<file path="config.mk">
export PLATFORM = sky130hd
export DESIGN_NAME = trace_buffer
export DESIGN_NICKNAME = d
export VERILOG_FILES = /design/src/rtl/trace_buffer.sv
export SDC_FILE = /design/constraint.sdc
export NUM_CORES = 2
export LEC_CHECK = 0
export CAP_MARGIN = 20
export CORE_ASPECT_RATIO = 1.75
export CORE_MARGIN = 2
export CORE_UTILIZATION = 60
export CTS_CLUSTER_DIAMETER = 50
export CTS_CLUSTER_SIZE = 8
export DETAILED_ROUTE_END_ITERATION = 7
export PLACE_DENSITY_LB_ADDON = 0.1
export RECOVER_POWER = 100
export SETUP_SLACK_MARGIN = 0.3
export SYNTH_ARGS = -nofsm -noshare
export SYNTH_HDL_FRONTEND = slang
export SYNTH_SLANG_ARGS = --single-unit
</file>
<file path="constraint.sdc">
create_clock -name clock -period 15.3 [get_ports clock]
set_input_delay 2.295 -clock clock [delete_from_list [all_inputs] [get_ports clock]]
set_output_delay 2.295 -clock clock [all_outputs]
set_load 0.02 [all_outputs]
</file>
<file path="src/rtl/trace_buffer.sv">
// Execution-trace capture: armed, optionally PC-triggered capture of
// (instr, pc, alu) tuples into a circular buffer, drained over valid/ready.
module trace_buffer #(
  parameter int XLEN    = 32,
  parameter int DEPTH   = 16,
  parameter int STAMP_W = 16,
  parameter int WRAP    = 0
) (
  input  logic                       clock,
  input  logic                       reset,
  input  logic                       arm,
  input  logic                       stop,
  input  logic                       trig_en,
  input  logic [XLEN-1:0]            trig_pc,
  input  logic                       in_valid,
  input  logic [31:0]                in_instr,
  input  logic [XLEN-1:0]            in_pc,
  input  logic [XLEN-1:0]            in_alu,
  output logic                       rd_valid,
  input  logic                       rd_ready,
  output logic [31:0]                rd_instr,
  output logic [XLEN-1:0]            rd_pc,
  output logic [XLEN-1:0]            rd_alu,
  output logic [STAMP_W-1:0]         rd_stamp,
  output logic [$clog2(DEPTH+1)-1:0] count,
  output logic [1:0]                 state,
  output logic                       overflow
);

  localparam int PW = $clog2(DEPTH);
  localparam int CW = $clog2(DEPTH+1);
  localparam logic [CW-1:0] FULL_CNT = CW'(DEPTH);

  typedef enum logic [1:0] {IDLE = 2'd0, ARMED = 2'd1, CAPTURE = 2'd2, DONE = 2'd3} state_t;

  state_t             st;
  logic [PW-1:0]      wr_ptr, rd_ptr;
  logic [STAMP_W-1:0] stamp;
  logic               started;

  logic [31:0]        mem_instr [DEPTH];
  logic [XLEN-1:0]    mem_pc    [DEPTH];
  logic [XLEN-1:0]    mem_alu   [DEPTH];
  logic [STAMP_W-1:0] mem_stamp [DEPTH];

  logic full, trig_hit, push, pop, wr_en;

  always_comb begin
    full     = (count == FULL_CNT);
    trig_hit = (st == ARMED) && trig_en && in_valid && (in_pc == trig_pc);
    push     = !arm && !stop && (((st == CAPTURE) && in_valid) || trig_hit);
    pop      = rd_valid && rd_ready && !arm;
    // When full, a write needs room from a same-cycle pop or overwrite mode.
    wr_en    = push && (!full || pop || (WRAP != 0));
  end

  always_ff @(posedge clock or posedge reset) begin
    if (reset) begin
      st       <= IDLE;
      count    <= '0;
      wr_ptr   <= '0;
      rd_ptr   <= '0;
      stamp    <= '0;
      started  <= 1'b0;
      overflow <= 1'b0;
    end else if (arm) begin
      st       <= ARMED;
      count    <= '0;
      wr_ptr   <= '0;
      rd_ptr   <= '0;
      stamp    <= '0;
      started  <= 1'b0;
      overflow <= 1'b0;
    end else begin
      case (st)
        ARMED: begin
          if (stop)                     st <= DONE;
          else if (!trig_en || trig_hit) st <= CAPTURE;
        end
        CAPTURE: if (stop) st <= DONE;
        default: ;
      endcase
      if (wr_en) wr_ptr <= wr_ptr + PW'(1);
      // A full-buffer write either consumes a pop slot or evicts the oldest entry.
      if (pop || (wr_en && full)) rd_ptr <= rd_ptr + PW'(1);
      if (push && full && !pop) overflow <= 1'b1;
      if (wr_en && !pop && !full)  count <= count + CW'(1);
      else if (pop && !wr_en)      count <= count - CW'(1);
      if (push) started <= 1'b1;
      // Stamp runs from the first captured tuple so that entry always reads 0.
      if (push || ((st == CAPTURE) && started)) stamp <= stamp + STAMP_W'(1);
    end
  end

  always_ff @(posedge clock) begin
    if (wr_en) begin
      mem_instr[wr_ptr] <= in_instr;
      mem_pc[wr_ptr]    <= in_pc;
      mem_alu[wr_ptr]   <= in_alu;
      mem_stamp[wr_ptr] <= stamp;
    end
  end

  assign rd_valid = (count != '0);
  assign rd_instr = mem_instr[rd_ptr];
  assign rd_pc    = mem_pc[rd_ptr];
  assign rd_alu   = mem_alu[rd_ptr];
  assign rd_stamp = mem_stamp[rd_ptr];
  assign state    = st;

endmodule

</file>
* Yosys cells after proc, flatten, opt, wreduce, memory -nomap -nowiden
Memory sizes are Yosys's and may differ from the RTL's. Index checks and enable logic that the tools add are counted.
Cells by class: reduce and logical (&&, ||, !) cells 36, equal/unequal tests 6, add/subtract/negate cells 5, multiplexer cells 20
Operators with widths (count):
- $eq 32x32->1 | 1
- $mux 16 | 2
- $add 16x1->16 const B | 1
- $logic_and 1x1->1 | 16
- $mux 4 | 4
- $mux 5 | 3
- $reduce_bool 2->1 | 5
- $add 4x1->4 const B | 2
- $mux 2 | 4
- $logic_not 1->1 | 6
- $mux 1 | 6
- $reduce_bool 3->1 | 2
- $add 5x1->5 const B | 1
- $eq 5x5->1 const B | 1
- $logic_or 1x1->1 | 5
- $reduce_bool 5->1 | 1
- $sub 5x1->5 const B | 1
- $ne 4x3->1 const B | 1
- $pmux 2 s2 | 1
- $ne 3x3->1 const B | 1
- $reduce_and 3->1 | 1
- $eq 2x1->1 const B | 1
- $eq 2x2->1 const B | 1
Storage, ports and cells: output and inout port bits 121, memories kept 4, memory bits (writable) 1792, word-level logic and storage cells 78, bits of input ports 135, register bits after elaboration 33
Memory list:
- mem_alu | words 16, width 32, rd ports 1, clocked after memory_dff 0, wr ports 1, RTL line 43 | logic [XLEN-1:0] mem_alu [DEPTH];
- mem_instr | words 16, width 32, rd ports 1, clocked after memory_dff 0, wr ports 1, RTL line 41 | logic [31:0] mem_instr [DEPTH];
- mem_pc | words 16, width 32, rd ports 1, clocked after memory_dff 0, wr ports 1, RTL line 42 | logic [XLEN-1:0] mem_pc [DEPTH];
- mem_stamp | words 16, width 16, rd ports 1, clocked after memory_dff 0, wr ports 1, RTL line 44 | logic [STAMP_W-1:0] mem_stamp [DEPTH];

* Logic depth before layout (Yosys ltp)
depth after elaboration 12, mapped depth 12, mapped depth without buffers 12

* Worst setup path before layout
OpenSTA, ideal clock, no wires.
path type input -> register, start point input port trig_pc[5], end point memory mem_alu[0][0] (enable), buffers on the path 1, path slack 165 ps, arrival 14277 ps, library setup time 858 ps, required time 14442 ps, stages on the path 7, cells stage by stage xor2_1 > nor4_1 > nand3_1 > nor4_4 > o211ai_2 > buf_1 > nor4_1
Between the ends: cells in the longest elaborated chain, start to end 7
RTL lines:
- from (decl) | RTL line 14 | input logic [XLEN-1:0] trig_pc,
- $eq 32x32->1 | RTL line 50 | trig_hit = (st == ARMED) && trig_en && in_valid && (in_pc == trig_pc);
- $logic_and 1x1->1 | RTL line 50
- $logic_or 1x1->1 | RTL line 51 | push = !arm && !stop && (((st == CAPTURE) && in_valid) || trig_hit);
- $logic_and 1x1->1 | RTL line 51
- $logic_and 1x1->1 | RTL line 54 | wr_en = push && (!full || pop || (WRAP != 0));
- $mux 1 | RTL line 96 | if (wr_en) begin
- $mux 1 (not written as such) | RTL line 99 | mem_alu[wr_ptr] <= in_alu;
- to (decl) | RTL line 43
Every way passes these cells.

* Worst setup path after layout
start point input port in_pc[28], end point memory mem_instr[11][14] (enable)
Between the ends: cells in the longest elaborated chain, start to end 7
RTL lines:
- from (decl) | RTL line 17 | input logic [XLEN-1:0] in_pc,
- $eq 32x32->1 | RTL line 50
- $logic_and 1x1->1 | RTL line 50
- $logic_or 1x1->1 | RTL line 51
- $logic_and 1x1->1 | RTL line 51
- $logic_and 1x1->1 | RTL line 54
- $mux 1 | RTL line 96
- $mux 1 (not written as such) | RTL line 97 | mem_instr[wr_ptr] <= in_instr;
- to (decl) | RTL line 41
Every way passes these cells.

==> reports/summary.md <==
* **pin count of the biggest net entering global routing** 160
* **number of nets in the synthesized netlist** 2911
* **post-DR wirelength/cell** 33.0 um
* **initial cell density of the core** 0.602
* **DR iter-0 viols** 3366
* **number of synthesized flops with an enable pin** 1792
* **number of placed instances with taps included** 4445
* **delay of the slowest cell on the worst path** 2.52 ns
* **filler-free cell count of the finished design** 4770
* **critical path launch point type** input port
* **cell internal power dissipation** 9.83 mW
* **gr usage total** 0.275
* **CP Cell Sequence** dlygate4sd3_1 > xor2_1 > nor4_1 > nand3_1 > nor4_1 > o211ai_2 > clkbuf_1 > nor4_1 > clkbuf_1 > clkbuf_1
* **count of port buffers added during placement** 255
* **Top Ports** 256
* **combinational fraction of design power** 0.156
* **r2r setup slk** 5.38 ns
* **Post-Syn Instances** 2765
* **Vias/cell** 6.67
* **Max transition margin** -2.17
* **total net switching power** 2.87 mW
* **final net count** 3369
* **share of synthesized area occupied by flip-flops and latches** 0.787
* **Worst VDD drop** 141 uV
* **most instantiated flip-flop cell in the synthesis netlist** edfxtp_1
* **proportion of layout cells with a drive suffix above 1** 0.272
* **chip width** 261 um
* **failing checks** capacitance limit, slew limit
* **number of warnings printed during yosys synthesis** 0
* **worst-path cell with the longest stage delay** clkbuf_1
* **switching share of power** 0.226
* **final max-slew violation count** 1606
* **part of the cycle the worst path needs** 0.774
* **Power Dens Cells** 157 nW/um2
* **slew of the pin with the lowest slew margin** 4.75 ns
* **WS Path Type** in2reg
* **number of buffers between clock root and the deepest sink** 4
* **number of iterations in the first detailed-routing pass** 7
* **Post-CTS Setup Inserts** 0
* **final design utilization** 0.703
* **Num Clock Sinks** 1825
* **clock tree from TritonCTS** yes
* **commonest non-fill, non-tap cell in the layout** edfxtp_1
* **Reg-to-Reg Start** state[1]$_DFFE_PP0P_
* **Area Growth Syn to Fin** 16.7%
* **CTS H-Tree Depth** 5
* **Arr. time, crit path** 12.21 ns
* **clk_lat worst skew** 0.86 ns
* **distinct cell type count after synthesis** 52
* **Post-Synthesis Cell Area** 69400 um2
* **leakage power** 25.0 nW
* **count of standard-cell rows** 165
* **run status** complete, but fails checks
* **Placeable Area** 115000 um2
* **Routed Wire Length** 157000 um
* **Final TNS setup** 0 ns
* **remaining global-route overflow** 0
* **clock buffer count from CTS** 278
* **clock tree root driver cell** clkbuf_16
* **first-pass GRT wire length** 230000 um
* **antenna violations before repair** 25
* **final weighted congestion of routability-driven global placement** 0.773
* **worst clock skew** 0.0353 ns
* **# hold bufs at CTS** 0
* **highest net fanout along the worst path** 39
* **Post-CTS Resized** 0
* **number of max-capacitance violations reported** 38
* **highest-count cells in the layout ignoring fill and taps** edfxtp_1 (1792), mux4_2 (560), clkbuf_16 (285)
* **relative contribution of sequential cells to total power** 0.437
* **final routed DRC violation total** 0
* **clock group share of total power** 0.408
* **critical path capture point type** flip-flop
* **min-delay worst type** reg2reg
* **Setup Viol. Count Final** 0
* **required time worst endpoint** 15.67 ns
* **mean instance size in the synthesized netlist** 25.1 um2
* **RSZ-0062 raised after global routing** false
* **count of nets left with antenna violations after detail routing** 0
* **Critical Path Source** in_pc[28]
* **total half-perimeter wirelength after legalization and detailed placement** 76900 um
* **count of state elements after synthesis** 1825
* **Setup WS pre-CTS** 7.27 ns
* **number of hold-slack violations in the final timing report** 0
* **area of the die** 119000 um2
* **number of global-route vias before repair** 34500
* **final critical path time including I/O delays and setup** 11.85 ns
* **upper clock frequency limit** 0.0844 GHz
* **CTS clk-pin slew, worst paths** 0.05 ns
* **height of the chip** 454 um
* **via count** 31800
* **Async S/R FF share, synth** 0.0181
* **hold_sp** started$_DFFE_PP0P_
* **worst setup slack after layout** 3.45 ns
## critical path: cells and delay by family
family,cells,cell delay [ns]
simple gates,4,3.39
compound gates,1,0.19
xor+xnor,1,0.31
buf+inv,4,5.94
## synth_stat cells (3+ instances only)
library cell,number,area (um2)
nand4_1,9,56.3
or3_1,6,37.5
inv_1,24,90.1
xnor2_1,5,43.8
o2111a_1,5,56.3
nor2_1,23,86.3
nor2b_1,9,56.3
clkbuf_1,80,300
nor4_1,21,131
nand2_1,10,37.5
o21ai_0,10,50.1
buf_1,58,218
xor2_1,24,210
o32ai_1,3,26.3
mux2_1,5,56.3
ha_1,10,125
mux2i_1,3,30.0
o31ai_1,3,22.5
o211ai_1,3,22.5
mux4_2,560,12600
edfxtp_1,1792,53800
and3_1,6,37.5
dfrtp_1,33,826
nand2b_1,13,81.3
a21oi_1,16,80.1
## path summary, 6_finish.rpt
check / to / cells after the start
setup / recovery: mem_instr[11][14]$_DFFE_PP_ / 10
hold / removal: started$_DFFE_PP0P_ / 2
setup reg to reg: mem_instr[11][14]$_DFFE_PP_ / 9
hold reg to reg: started$_DFFE_PP0P_ / 2
max in group asynchronous: rd_ptr[1]$_DFFE_PP0P_ / 3
min in group asynchronous: overflow$_DFFE_PP0P_ / 3
## power groups by stage
stage	registers, mW	clock network [mW]	logic [mW]
final	5.55	5.18	1.98
after global routing	5.55	5.46	2.11
after CTS	5.56	5.26	2.01
after detailed placement	5.65	0	1.99
after global placement	5.64	0	1.96
after floorplan	5.61	0	1.40
## cell families (layout without fill, tap and decap cells)
logic type,after synthesis,count (layout),synth area share
adders and majority gates,11,11,0.00209
xor gates and xnor gates,29,29,0.00366
and+or+nand+nor,110,110,0.00903
DFF,1825,1825,0.787
AOI/OAI and AO/OA,56,56,0.00581
buffers and inverters,165,659,0.00901
other,0,8,0
muxes,569,569,0.183
## flip-flops by register name, indices dropped and copies added (netlist names)
signal     cells
state          2
mem_alu      512
overflow       1
started        1
wr_ptr         4
stamp         16
count          5
mem_instr    512
rd_ptr         4
mem_stamp    256
mem_pc       512
## cell type report
type	instances	area, um2
fill	6652	34200
multi-input combinational	775	14100
tap	1503	1880
inverter	24	90.1
antenna	8	20.0
clock buffer	311	7230
sequential	1825	54600
clock inverter	5	36.3
timing repair buffer	319	2940
## per-layer routing
metal	vias to the layer above	part of all wire	GRT usage	wire [um]
met3	294	0.083	0.0670	13000
met4	20	0.029	0.0891	4540
met5	-	0.00088	0	138
met2	1528	0.52	0.454	81500
li1	12900	-	-	-
met1	17100	0.37	0.367	58200
## metrics by stage
stage	power, mW	instance area [um2]	hold WS (ns)
floorplan	7.01	69400	0.497
global placement	7.60	74000	0.533
detailed placement	7.64	74000	0.531
CTS	12.8	81300	0.530
global route	13.1	81000	0.578
finish	12.7	81000	0.532
Power figures use the tool's default switching activity.
